**config.mk**
```make
export PLATFORM = sky130hd
export DESIGN_NAME = ffq_round_controller
export DESIGN_NICKNAME = d
export VERILOG_FILES = /design/src/rtl/ffq_pkg.sv /design/src/rtl/ffq_rr_arbiter.sv /design/src/rtl/ffq_round_controller.sv
export SDC_FILE = /design/constraint.sdc
export NUM_CORES = 1
export LEC_CHECK = 0
export CAP_MARGIN = 10
export CELL_PAD_IN_SITES_DETAIL_PLACEMENT = 0
export CELL_PAD_IN_SITES_GLOBAL_PLACEMENT = 1
export CORE_UTILIZATION = 42
export DETAILED_ROUTE_END_ITERATION = 8
export PLACE_DENSITY = 0.75
export SLEW_MARGIN = 20
export SYNTH_ARGS = -nofsm -noshare
export SYNTH_HDL_FRONTEND = slang
export SYNTH_SLANG_ARGS = --single-unit
export TNS_END_PERCENT = 5
```
**constraint.sdc**
```tcl
create_clock -name clk -period 4.65 [get_ports clk]
set_input_delay 0.6975 -clock clk [delete_from_list [all_inputs] [get_ports clk]]
set_output_delay 0.6975 -clock clk [all_outputs]
set_load 0.01 [all_outputs]
```
**src/rtl/ffq_pkg.sv**
```systemverilog
// rtl/ffq_pkg.sv - shared constants for the fastest-finger-first round controller
// Purpose: state encoding, display constants and default round timeout.
// Ports: none (package).
package ffq_pkg;

    // Round states; plain 2-bit constants so older tools and netlists can consume them.
    localparam logic [1:0] ST_IDLE    = 2'd0;
    localparam logic [1:0] ST_ARMED   = 2'd1;
    localparam logic [1:0] ST_LOCKED  = 2'd2;
    localparam logic [1:0] ST_EXPIRED = 2'd3;

    // Digit shown on the 7-segment display when there is no winner.
    localparam logic [3:0] DIGIT_NONE = 4'd0;

    // One second at 50 MHz.
    localparam int DEFAULT_TIMEOUT_CYCLES = 50000000;

endpackage

```
**src/rtl/ffq_rr_arbiter.sv**
```systemverilog
// rtl/ffq_rr_arbiter.sv - combinational round-robin arbiter for buzzer requests
// Purpose: pick the first set request at or after ptr_i, ascending with wrap.
// Ports:
//   req_i       [N_PLAYERS-1:0] request vector (one bit per player)
//   ptr_i       [PTR_W-1:0]     index where the search starts
//   grant_idx_o [3:0]           winning player index (0 when no request)
//   any_req_o                   at least one request bit is set
module ffq_rr_arbiter #(
    parameter int N_PLAYERS = 4,
    parameter int PTR_W     = $clog2(N_PLAYERS)
) (
    input  logic [N_PLAYERS-1:0] req_i,
    input  logic [PTR_W-1:0]     ptr_i,
    output logic [3:0]           grant_idx_o,
    output logic                 any_req_o
);

    always_comb begin
        int          j;
        logic [PTR_W-1:0] jj;
        grant_idx_o = 4'd0;
        any_req_o   = 1'b0;
        // Walk offsets from the largest down so the smallest offset from ptr_i
        // is the last assignment and therefore the winner.
        for (int i = N_PLAYERS - 1; i >= 0; i--) begin
            j = int'(ptr_i) + i;
            if (j >= N_PLAYERS) begin
                j = j - N_PLAYERS;
            end
            jj = PTR_W'(j);
            if (req_i[jj]) begin
                grant_idx_o = 4'(j);
                any_req_o   = 1'b1;
            end
        end
    end

endmodule

```
**src/rtl/ffq_round_controller.sv**
```systemverilog
// rtl/ffq_round_controller.sv - fastest-finger-first quiz round sequencer
// Purpose: arm a round, synchronise buzzers, arbitrate the first valid press
// fairly, and hold the winner (or a timeout) until the host clears.
// Ports:
//   clk           system clock
//   rst           synchronous active-high reset
//   buzz          [N_PLAYERS-1:0] raw player buttons, asynchronous to clk
//   host_start    arms a round when high in IDLE
//   host_clear    returns to IDLE from any state (beats host_start)
//   latch_en      high in ARMED
//   winner_valid  high in LOCKED
//   winner_idx    [3:0] zero-based winner, 0 when none
//   digit         [3:0] winner_idx+1 in LOCKED, else 0
//   no_winner     high in EXPIRED
//   false_start   [N_PLAYERS-1:0] players disqualified this round
module ffq_round_controller
    import ffq_pkg::*;
#(
    parameter int N_PLAYERS      = 4,
    parameter int TIMEOUT_CYCLES = DEFAULT_TIMEOUT_CYCLES,
    parameter int CNT_W          = 26
) (
    input  logic                 clk,
    input  logic                 rst,
    input  logic [N_PLAYERS-1:0] buzz,
    input  logic                 host_start,
    input  logic                 host_clear,
    output logic                 latch_en,
    output logic                 winner_valid,
    output logic [3:0]           winner_idx,
    output logic [3:0]           digit,
    output logic                 no_winner,
    output logic [N_PLAYERS-1:0] false_start
);

    localparam int PTR_W = $clog2(N_PLAYERS);

    logic [N_PLAYERS-1:0] buzz_m_q;
    logic [N_PLAYERS-1:0] buzz_s_q;

    logic [1:0]           state_q, state_d;
    logic [CNT_W-1:0]     cnt_q, cnt_d;
    logic [N_PLAYERS-1:0] false_start_q, false_start_d;
    logic [3:0]           winner_idx_q, winner_idx_d;
    logic [3:0]           digit_q, digit_d;
    logic [PTR_W-1:0]     rr_ptr_q, rr_ptr_d;

    logic [N_PLAYERS-1:0] req;
    logic [3:0]           grant_idx;
    logic                 any_req;

    // Players holding their button when the round was armed stay masked.
    assign req = buzz_s_q & ~false_start_q;

    ffq_rr_arbiter #(
        .N_PLAYERS (N_PLAYERS),
        .PTR_W     (PTR_W)
    ) u_arbiter (
        .req_i       (req),
        .ptr_i       (rr_ptr_q),
        .grant_idx_o (grant_idx),
        .any_req_o   (any_req)
    );

    always_comb begin
        state_d       = state_q;
        cnt_d         = cnt_q;
        false_start_d = false_start_q;
        winner_idx_d  = winner_idx_q;
        digit_d       = digit_q;
        rr_ptr_d      = rr_ptr_q;
        if (host_clear) begin
            // rr_ptr survives a clear so fairness carries across rounds.
            state_d       = ST_IDLE;
            false_start_d = '0;
            winner_idx_d  = 4'd0;
            digit_d       = DIGIT_NONE;
        end else begin
            case (state_q)
                ST_IDLE: begin
                    if (host_start) begin
                        state_d       = ST_ARMED;
                        false_start_d = buzz_s_q;
                        cnt_d         = CNT_W'(TIMEOUT_CYCLES - 1);
                    end
                end
                ST_ARMED: begin
                    // A press on the final counter cycle still wins.
                    if (any_req) begin
                        state_d      = ST_LOCKED;
                        winner_idx_d = grant_idx;
                        digit_d      = grant_idx + 4'd1;
                        if (grant_idx == 4'(N_PLAYERS - 1)) begin
                            rr_ptr_d = '0;
                        end else begin
                            rr_ptr_d = PTR_W'(grant_idx + 4'd1);
                        end
                    end else if (cnt_q == '0) begin
                        state_d = ST_EXPIRED;
                    end else begin
                        cnt_d = cnt_q - 1'b1;
                    end
                end
                default: begin
                    // LOCKED and EXPIRED hold until host_clear.
                end
            endcase
        end
    end

    always_ff @(posedge clk) begin
        if (rst) begin
            buzz_m_q      <= '0;
            buzz_s_q      <= '0;
            state_q       <= ST_IDLE;
            cnt_q         <= '0;
            false_start_q <= '0;
            winner_idx_q  <= 4'd0;
            digit_q       <= DIGIT_NONE;
            rr_ptr_q      <= '0;
        end else begin
            buzz_m_q      <= buzz;
            buzz_s_q      <= buzz_m_q;
            state_q       <= state_d;
            cnt_q         <= cnt_d;
            false_start_q <= false_start_d;
            winner_idx_q  <= winner_idx_d;
            digit_q       <= digit_d;
            rr_ptr_q      <= rr_ptr_d;
        end
    end

    // All outputs come straight from flops.
    assign latch_en     = (state_q == ST_ARMED);
    assign winner_valid = (state_q == ST_LOCKED);
    assign no_winner    = (state_q == ST_EXPIRED);
    assign winner_idx   = winner_idx_q;
    assign digit        = digit_q;
    assign false_start  = false_start_q;

endmodule

```
# --- Word level (Yosys, flattened, before mapping) ---
# Cells that the tools add are included.
totals:
  output_inout_bits: 15
  latch_bits: 0
  word_cells: 74
  ramBits: 0
  n_memories: 0
  regBits: 50
  mem_bits_ro: 0
classes:
  n_shift: 0
  order_cmp: 8
  div_mod_pow: 0
  muxes: 29
  bitwise_logic: 3
  mul: 0
  eq_ne: 8
  n_addsub: 9
  n_reduce_logical: 9
ops:
  columns: ["op", "count"]
  rows:
  - ["$ge A32 B4 Y1 const B", 3]
  - ["$mux W26", 3]
  - ["$pmux W26 S2", 1]
  - ["$mux W4", 8]
  - ["$logic_not A26 Y1", 1]
  - ["$sub A26 B1 Y26 const B", 1]
  - ["$lt A2 B3 Y1 const B", 4]
  - ["$sub A4 B4 Y4 const B", 3]
  - ["$bmux W1 S2", 4]
  - ["$mux W1", 8]
  - ["$mux W2", 4]
  - ["$add A2 B2 Y3 const B", 2]
  - ["$ne A2 B2 Y1 const B", 3]
  - ["$reduce_and A3 Y1", 2]
  - ["$reduce_and A5 Y1", 1]
  - ["$add A4 B1 Y4 const B", 1]
  - ["$and A4 B4 Y4", 1]
  - ["$eq A2 B2 Y1 const B", 2]
  - ["$eq A4 B2 Y1 const B", 1]
  - ["$not A4 Y4", 1]
  - ["$pmux W2 S2", 1]
  - ["$reduce_and A2 Y1", 2]
  - ["$sub A2 B3 Y4 const B", 1]
  - ["$add A2 B1 Y3 const B", 1]
  - ["7 further kinds", 7]

# --- Logic depth before layout (Yosys ltp) ---
logic_depth:
  depth_word: 11
  ltp_mapped: 11
  depth_no_buf: 10

# --- By module ---
# From an unflattened synthesis, not the netlist that was laid out.
hier_totals:
  hier_cells: 309
  hier_area_um2: 2622.5
by_module_without_submodules:
  columns: ["mod", "area_per_inst_um2", "seq_area_each_um2", "cells_each", "n_inst"]
  rows:
  - ["ffq_round_controller", 2245.9, 1001.0, 257, 1]
  - ["ffq_rr_arbiter", 376.6, 0.0, 52, 1]

# --- Worst setup path before layout ---
# No wires, ideal clock.
synth_path:
  path_kind: "register -> register"
  startpoint: "reg rr_ptr_q[1]"
  endpoint: "reg rr_ptr_q[1]"
  stages_incl_launch_ff: 12
  required_ns: 4.591
  arrival_time_ns: 2.988
  setup_slack_ns: 1.602
  cell_sequence: "dfxtp_1 inv_1 ha_1 clkbuf_1 mux4_2 a21boi_1 mux2i_2 nor2_1 ha_1 or3_1 nor3b_1 a221o_1"
synth_via:
  elab_chain_cells: 11
  word_cells_on_any_way: 35
  classes_between: "add/sub: 8; order compare: 4; eq/ne: 1; mux: 21; reduce/logical: 1"
synth_rtl:
  columns: ["item", "line_no", "source"]
  rows:
  - ["start: declaration", "ffq_round_controller.sv:46", "logic [PTR_W-1:0] rr_ptr_q, rr_ptr_d;"]
  - ["start signal: assignment", "ffq_round_controller.sv:129", "rr_ptr_q <= rr_ptr_d;"]
  - ["$add A2 B2 Y3", "ffq_rr_arbiter.sv:26", "j = int'(ptr_i) + i;"]
  - ["$ge A32 B4 Y1 / $sub A4 B4 Y4 (equally long branches)", "ffq_rr_arbiter.sv:27, ffq_rr_arbiter.sv:28", null]
  - ["$mux W4", "ffq_rr_arbiter.sv:27", "if (j >= N_PLAYERS) begin"]
  - ["$bmux W1 S2", "ffq_rr_arbiter.sv:31", "if (req_i[jj]) begin"]
  - ["$mux W1 (implied by the code)", "ffq_rr_arbiter.sv:31", null]
  - ["$mux W4 (4 in series)", "ffq_rr_arbiter.sv:31", null]
  - ["$add A4 B1 Y4 / $eq A4 B2 Y1 (equally long branches)", "ffq_round_controller.sv:96, ffq_round_controller.sv:93", null]
  - ["$mux W2", "ffq_round_controller.sv:93", "if (grant_idx == 4'(N_PLAYERS - 1)) begin"]
# Parallel ways exist; a longest one is shown, timed or not. The select of a mux whose other input is x is not followed.
# A chain may end at the register's enable or synchronous reset.

# --- Worst setup path in the final report ---
layout_path:
  startpoint: "reg rr_ptr_q[0]"
  endpoint: "reg rr_ptr_q[1]"
# Same word-level chain as after synthesis.

==> impl_metrics.py <==
metrics = {
    "yosys": {
        "synth_flop_cell": "dfxtp_1",
        "synth_fp_nets": 309,
        "syn_area_sq_um": 2693,
        "synth_area_leader_cell": "dfxtp_1",
        "synth-seq-cells": 49,
        "synth_top_cell_area_share_pct": 36.43,
        "async_flop_share_pct": 0,
        "avgSynthCellArea_sq_um": 9.158,
        "syn_inst": 294,
        "yosys-top-cells-area": "dfxtp_1, xnor2_1, a21oi_1",
        "synth_edf_count": 0,
        "ys_warn_count": 0,
        "yosysUniqueCellTypes": 61,
        "ys_seq_area_share_pct": 36.43,
    },
    "grt": {
        "grt_max_degree": 33,
        "track_usage_pct": 18.07,
        "grt_pass1_wl_um": 9163,
        "top_usage_layer": "met2",
        "grt_overflow": 0,
        "use_met3_pct": 3.889,
        "antenna_found_initial": 0,
        "grt_pass1_vias": 1867,
        "met2_usage_pct": 26.53,
        "gr-usage-met1_pct": 25.96,
    },
    "min_path": {
        "holdPathEnd": "buzz_s_q[2]$_SDFF_PP0_",
        "hold_depth": 1,
        "hold_path.class": "reg -> reg",
        "min_from": "buzz_m_q[2]$_SDFF_PP0_",
    },
    "timing": {
        "min_period_ps": 3610,
        "worst_slew_pin_slew_ps": 866.6,
        "fin_skew_ps": 5.112,
        "drv_slew": 0,
        "min_period_over_period_pct": 77.62,
        "rsz0062_at_grt": "false",
        "finalHoldViolations": 0,
        "setup_viol": 0,
        "maxSlewHeadroom_pct": 42.15,
        "finalSetupTns_ps": 0,
        "fmax_mhz": 277.0,
    },
    "outcome": {
        "outcome": "completed",
    },
    "setup_path": {
        "cpMostUsedCell": "ha_1",
        "cp-start-kind": "flop",
        "endpoint_kind": "flop",
        "setup.worst_path.start": "rr_ptr_q[0]$_SDFFE_PP0P_",
        "worstPathMaxFanout": 15,
        "reg2regPathDepth": 10,
        "arrival_ps": 3860,
        "crit_path_cell_trace": "inv_1, ha_1, mux4_2, a21boi_1, mux2i_2, nor2_1, ha_1, or3_1, nor3b_1, a221o_1",
        "required_ps": 4900,
        "cp_slowest_cell": "dfxtp_1",
        "ff2ff_setup_slack_ps": 1040,
        "worstSetupPathType": "reg -> reg",
        "r2r-start": "rr_ptr_q[0]$_SDFFE_PP0P_",
        "slowest_delay_ps": 710,
        "reg2reg_to": "rr_ptr_q[1]$_SDFFE_PP0P_",
        "timing.critical_path.buf_inv": 1,
        "cp_top_family": "multiplexers",
    },
    "final_layout": {
        "antennaDiodeCount": 0,
        "most-common-layout-cells": "dfxtp_1, nor2_1, a21oi_1",
        "area_delta_synth_final_pct": 14.03,
        "fillCellCount": 579,
        "stdcell_count": 384,
        "fin_nets": 323,
        "final_area_sq_um": 3070,
        "layout_commonest_cell": "dfxtp_1",
        "drive_above_1_share_pct": 9.061,
    },
    "cts": {
        "htree_levels": 2,
        "cts.path.max_buffers": 2,
        "clock_tree.root_cell": "clkbuf_8",
        "cts_tree": "done",
        "cts_hold_repair.buffers": 0,
        "post_cts_resized": 0,
        "clock_latency_ps": 300,
        "postCtsSetupBuffers": 0,
        "cts.sinks": 49,
        "numCtsBuffers": 5,
        "clkTransAtPathRegs_ps": 90,
    },
    "route": {
        "routed_wl_um": 5570,
        "viasPerCell": 5.534,
        "ant_nets": 0,
        "first_iter_violations": 108,
        "dr.pass1.iters": 4,
        "post_drt_wl_per_cell_um": 14.51,
        "vias": 2125,
        "post-route-drc-count": 0,
    },
    "place": {
        "dpl.hpwl_um": 3923,
        "dp.cells": 376,
        "globalplace.congestion": 0.8409,
        "dpl_cell_area_sq_um": 2937,
        "port_buffers": 22,
    },
    "die": {
        "fp.dieH_um": 82.07,
        "core_sq_um": 6061,
        "start_util_pct": 44.43,
        "dieArea_sq_um": 6735,
        "row_count": 28,
        "io_pins": 23,
        "die_w_um": 82.07,
    },
    "run": {
        "cap_viol_max_count": 0,
    },
    "pwr": {
        "power.leakage_uw": 0.001038,
        "power.density_nw_per_um2": 328.2,
        "ir_drop_mv": 0.3458,
    },
}
==> worst max path at each step <==
stage                                     endpoint  cells after the start
after floorplan           rr_ptr_q[1]$_SDFFE_PP0P_                     11
after global placement    rr_ptr_q[1]$_SDFFE_PP0P_                     10
after detailed placement  rr_ptr_q[1]$_SDFFE_PP0P_                     10
after CTS                 rr_ptr_q[1]$_SDFFE_PP0P_                     10
after global routing      rr_ptr_q[1]$_SDFFE_PP0P_                     10
final                     rr_ptr_q[1]$_SDFFE_PP0P_                     10
==> layer usage <==
layer  vias up  routed length (um)
met5         -                   0
met4         0                  68
met3         7                 220
met2        43                2354
met1       979                2927
li1       1096                   -
==> worst reg2reg max path: cells and delay by family (launching register included) <==
| family | cells | cell delay (ps) |
|---|---|---|
| AOI/OAI and AO/OA | 2 | 350 |
| adders and majority gates | 2 | 740 |
| buffers and inverters | 1 | 230 |
| DFF | 1 | 710 |
| muxes | 2 | 810 |
| and+or+nand+nor | 3 | 700 |
==> metrics by stage <==
stage               utilization, %  setup WS [ps]  power [uW]  hold WS [ps]
floorplan                        -           1602       622.4         413.8
global placement             48.45           1192       661.5         419.2
detailed placement           48.45           1056       662.9         428.4
CTS                          50.66           1026        1021         449.7
global route                 50.66          707.4        1059         461.9
finish                       50.66           1040        1008         444.5
==> flip-flops by register name, indices dropped and copies added, names as in the netlist <==
name / count
false_start: 4
winner_idx: 3
buzz_s_q: 4
digit: 4
state_q: 2
cnt_q: 26
buzz_m_q: 4
rr_ptr_q: 2
==> logic make-up (layout without fill, tap and decap cells) <==
group / Yosys count / in the layout / synth area share [%]
compound gates: 67 / 67 / 17.75
xor+xnor: 23 / 23 / 7.481
fa+ha+maj: 7 / 7 / 3.253
buf+inv: 22 / 37 / 3.717
flops: 49 / 49 / 36.43
mux: 9 / 9 / 5.344
simple gates: 117 / 117 / 26.02
==> layout make-up <==
class / instances / area (sq um) / share of cell area (%)
multi-input cells: 223 / 1612 / 52.49
flip-flops and latches: 49 / 980.9 / 31.95
repair buffers: 23 / 227.7 / 7.416
well taps: 75 / 93.84 / 3.056
clock buffers: 5 / 68.82 / 2.241
clock inverters: 3 / 65.06 / 2.119
inverters: 6 / 22.52 / 0.7335
==> Yosys cell counts, types with 6 or more instances <==
| cell | instances |
|---|---|
| nor3_1 | 7 |
| inv_1 | 6 |
| nand2b_1 | 8 |
| ha_1 | 7 |
| dfxtp_1 | 49 |
| xnor2_1 | 18 |
| nor2_1 | 31 |
| or3_1 | 6 |
| nand2_1 | 13 |
| a21oi_1 | 27 |
| nor4_1 | 6 |
| nor2b_1 | 16 |
| a211oi_1 | 12 |
==> power breakdown <==
group          switching (uW)  total, uW  internal (uW)
combinational             101        180           78.3
sequential               29.9        473            443
clock                     141        355            214
Power figures use the tool's default switching activity.
